`src/rtl/pipe_stage_reg.sv`:
```
// pipe_stage_reg: DEPTH-slot pipeline register with stall, flush and sticky halt squash.
// Define PIPE_STAGE_STATS_EN to add saturating stall_cnt/bubble_cnt outputs.
module pipe_stage_reg #(
  parameter int DATA_W = 48,
  parameter int CTRL_W = 8,
  parameter int DEPTH  = 1
) (
  input  logic              clk,
  input  logic              rst,
  input  logic              in_valid,
  input  logic [DATA_W-1:0] in_data,
  input  logic [CTRL_W-1:0] in_ctrl,
  input  logic              in_halt,
  input  logic              stall,
  input  logic              flush,
  output logic              out_valid,
  output logic [DATA_W-1:0] out_data,
  output logic [CTRL_W-1:0] out_ctrl,
  output logic              out_halt,
  output logic              halted,
`ifdef PIPE_STAGE_STATS_EN
  output logic [15:0]       stall_cnt,
  output logic [15:0]       bubble_cnt,
`endif
  output logic              drained
);
  if (DEPTH < 1 || DEPTH > 4) begin : g_bad_depth
    $error("pipe_stage_reg: DEPTH must be 1..4");
  end
  typedef enum logic {RUN, HALT_ST} state_t;
  state_t state;
  logic [DEPTH-1:0] v, h;
  logic [DATA_W-1:0] d [DEPTH];
  logic [CTRL_W-1:0] c [DEPTH];
  logic v0, h0;
  logic [DATA_W-1:0] d0;
  logic [CTRL_W-1:0] c0;
  // Once halted, slot 0 only ever sees halt-marked bubbles
  assign v0 = (state == RUN) & in_valid;
  assign h0 = (state == RUN) ? in_valid & in_halt : 1'b1;
  assign d0 = v0 ? in_data : '0;
  assign c0 = v0 ? in_ctrl : '0;
  always_ff @(posedge clk or negedge rst)
    if (!rst) begin
      state <= RUN;
      v <= '0;
      h <= '0;
      for (int i = 0; i < DEPTH; i++) begin
        d[i] <= '0;
        c[i] <= '0;
      end
    end else if (flush) begin
      state <= RUN;
      v <= '0;
      h <= '0;
      for (int i = 0; i < DEPTH; i++) begin
        d[i] <= '0;
        c[i] <= '0;
      end
    end else if (!stall) begin
      state <= (state == RUN && in_valid && in_halt) ? HALT_ST : state;
      for (int i = DEPTH - 1; i > 0; i--) begin
        v[i] <= v[i-1];
        h[i] <= h[i-1];
        d[i] <= d[i-1];
        c[i] <= c[i-1];
      end
      v[0] <= v0;
      h[0] <= h0;
      d[0] <= d0;
      c[0] <= c0;
    end
  assign out_valid = v[DEPTH-1];
  assign out_data  = d[DEPTH-1];
  assign out_ctrl  = v[DEPTH-1] ? c[DEPTH-1] : '0;
  assign out_halt  = h[DEPTH-1];
  assign halted    = state == HALT_ST;
  assign drained   = halted & out_halt;
`ifdef PIPE_STAGE_STATS_EN
  always_ff @(posedge clk or negedge rst)
    if (!rst) begin
      stall_cnt  <= '0;
      bubble_cnt <= '0;
    end else if (!flush) begin
      if (stall && stall_cnt != 16'hFFFF) stall_cnt <= stall_cnt + 16'd1;
      if (!stall && !v0 && bubble_cnt != 16'hFFFF) bubble_cnt <= bubble_cnt + 16'd1;
    end
`endif
endmodule

```
`config.mk`:
```
export PLATFORM = sky130hd
export DESIGN_NAME = pipe_stage_reg
export DESIGN_NICKNAME = d
export VERILOG_FILES = /design/src/rtl/pipe_stage_reg.sv
export SDC_FILE = /design/constraint.sdc
export NUM_CORES = 1
export LEC_CHECK = 0
export CAP_MARGIN = 0
export CORE_MARGIN = 2
export CORE_UTILIZATION = 46
export CTS_CLUSTER_SIZE = 14
export DETAILED_ROUTE_END_ITERATION = 8
export PLACE_DENSITY = 0.95
export SYNTH_ARGS = -nofsm -noshare
export SYNTH_HDL_FRONTEND = slang
export SYNTH_SLANG_ARGS = --single-unit
```
`constraint.sdc`:
```
create_clock -name clk -period 1.85 [get_ports clk]
set_input_delay 0.4625 -clock clk [delete_from_list [all_inputs] [get_ports clk]]
set_output_delay 0.4625 -clock clk [all_outputs]
set_load 0.01 [all_outputs]
```
==> summary.md <==
| Metric | Value |
|---|---|
| Status | complete, no violations |
| Largest net degree at the start of global routing | 67 |
| Slew margin rel. | 0.740 |
| Register area share after synthesis | 0.516 |
| Die span in y | 82.9 um |
| Final worst path period share | 0.948 |
| CP Launch Type | flip-flop |
| IO Port Bufs | 121 |
| CTS tree | done |
| Total clock sinks | 59 |
| Clock buffer depth | 2 |
| Worst path cell trace | clkdlybuf4s50_1 |
| Min Hold Slack | 0.128 ns |
| WL/cell | 16.2 um |
| Synthesis-to-finish area growth | 51.2% |
| Vias/cell | 5.44 |
| Reg clk slew, reported paths | 0.06 ns |
| Placed Cells | 450 |
| Number of inserted diodes | 0 |
| Via count | 2,537 |
| Setup TNS Final | 0 ns |
| Initial antenna violation count | 0 |
| Largest stage delay on the critical path | 0.60 ns |
| GRT overflow | 0 |
| Clock Latency Late Sink | 0.32 ns |
| Fmax | 570 MHz |
| Dominant synthesized flop cell | dfrtp_1 |
| Unrepaired setup endpoints after global routing | false |
| Cell Pwr Density | 734 nW/um^2 |
| # DRC | 0 |
| Post-Syn Instances | 277 |
| GR Util All Layers | 0.219 |
| Hold Crit Class | input pin to async pin |
| Post-synthesis async set-or-reset flop share | 1.00 |
| Post-Syn Area | 2860 um^2 |
| Non-filler cells in the finished layout | 466 |
| Placeable Area | 5960 um^2 |
| Design area | 4330 um^2 |
| Site Rows | 28 |
| Post-synth EDFFs | 0 |
| Pleak | 1.72 nW |
| RePlAce Congestion | 0.742 |
| CTS Hold Buffers Added | 0 |
| Die ar. | 6870 um^2 |
| Share of cells above drive strength 1 | 0.0767 |
| Chip Width | 82.9 um |
| Worst slew pin tran | 0.390 ns |
| Wirelength, routed | 7550 um |
| CP top delay family | buffers and inverters |
| Total Nets Final | 448 |
| First-pass GRT wire length | 12,300 um |
| Cell with the largest stage delay on the worst path | clkdlybuf4s50_1 |
| Synth warn | 0 |
| Count of pins over their slew limit | 0 |
| Post-route ant nets | 0 |
| Initial core utilization | 0.481 |
| Syn avg cell area | 10.3 um^2 |
| Num ports | 122 |
| H-tree depth | 3 |
| VDD IR max | 0.595 mV |
| Post-layout util | 0.727 |
| Top cells by area, synth | dfrtp_1, nand4bb_1, a21oi_1 |
| Critical Path Fanout Max | 4 |
| Postcts setup bufs | 0 |
| Dpl hpwl | 5060 um |
| CP Capture Type | output port |
| Post-layout min period | 1.75 ns |
| Clk_skew | 0.00488 ns |
| Flops & latches, synth | 59 |
| Final setup fails | 0 |
| Placed Area | 4110 um^2 |
| Final hold vios | 0 |
| Synth cell types | 16 |
| Bufs and invs on worst path | 1 |
| Crit Path Class | flip-flop to output port |
| Filler Cell Count | 472 |
| Total CTS buffers | 9 |
| Root buffer cell | clkbuf_8 |
| Largest area contributor in the netlist | dfrtp_1 |
| Crit path DAT | 1.29 ns |
| DRT Pass-1 Iters | 4 |
| Synth top area share | 0.516 |
| Required time of the critical path | 1.39 ns |
| 1st-iter DRT viols | 152 |
| Synthesized Nets | 339 |
| Vias in the first global route | 2,518 |
| MaxCap Viol Count | 0 |
-- flip-flops by register name (all words and copies together) (netlist names) --
name,flops
out_halt,1
out_valid,1
halted,1
out_data,48
c,8
-- layer usage --
metal / GRT usage / vias up / wire [um]
met5: 0 / - / 0
met4: 0.0835 / 0 / 149
met1: 0.278 / 1233 / 3120
met3: 0.0507 / 12 / 410
met2: 0.365 / 89 / 3870
li1: - / 1203 / -
-- layout by cell type (no fill, tap or decap), drive strengths merged, types with 2 or more instances in the layout --
master         Yosys  final
nand2             57     57
nand4bb           56     56
clkdlybuf4s50      0    108
clkbuf            17     12
and2               9      9
buf               15     13
bufinv             0      2
a21oi             58     58
dfrtp             59     59
dlygate4sd2        0      9
-- per-stage QoR --
stage          setup WS, ns  power (W)
2_1_floorplan         0.591    0.00159
3_3_place_gp          0.293    0.00188
3_5_place_dp          0.238    0.00189
4_1_cts              0.0735    0.00321
5_1_grt              0.0402    0.00331
6_report             0.0956    0.00318
-- Yosys cell counts (2+ instances only) --
cell	n
dfrtp_1	59
a21oi_1	57
nand2_1	57
nand4bb_1	56
clkbuf_1	17
buf_2	12
and2_1	9
buf_6	2
-- power breakdown --
part | internal (W) | total, W | switching [W] | leakage [nW]
Clock | 0.000831 | 0.00132 | 0.000488 | 0.113
Combinational | 0.000284 | 0.000495 | 0.000210 | 0.798
Sequential | 0.00134 | 0.00137 | 0.0000287 | 0.805
-- what timing repair did --
| action | CTS | global route |
|---|---|---|
| hold endpoints to repair | 0 | 0 |
| resized for setup | 10 | 0 |
| setup endpoints to repair | 9 | 0 |
-- final timing paths --
kind | to | from | depth (start not counted) | slack, ns
worst max-delay path | halted | halted | 1 | 0.1
worst min-delay path | out_data[34] | rst | 2 | 0.13
worst max register to register | out_valid | halted | 3 | 0.65
worst min register to register | c[2] | c[2] | 2 | 0.52
max in group asynchronous | out_valid | rst | 2 | 1.44
min in group clk | out_valid | in_valid | 3 | 0.50
-- logic make-up (layout without fill, tap and decap cells) --
kind of cell,Yosys count,count (layout),share of synthesized area
AND/OR/NAND/NOR,126,126,0.324
AO/OA/AOI/OAI,59,59,0.105
flip-flops,59,59,0.516
buffers and inverters,33,147,0.0550
-- final cells by class --
type                       instances  area [um^2]  area share
tap                               75         93.8      0.0217
timing repair buffer             130         1300       0.300
clock buffer                      12          155      0.0358
multi-input combinational        185         1230       0.284
inverter                           1         3.75    0.000867
clock inverter                     4         72.6      0.0168
sequential                        59         1480       0.341
Note: power is estimated with default switching activity, not from simulation.
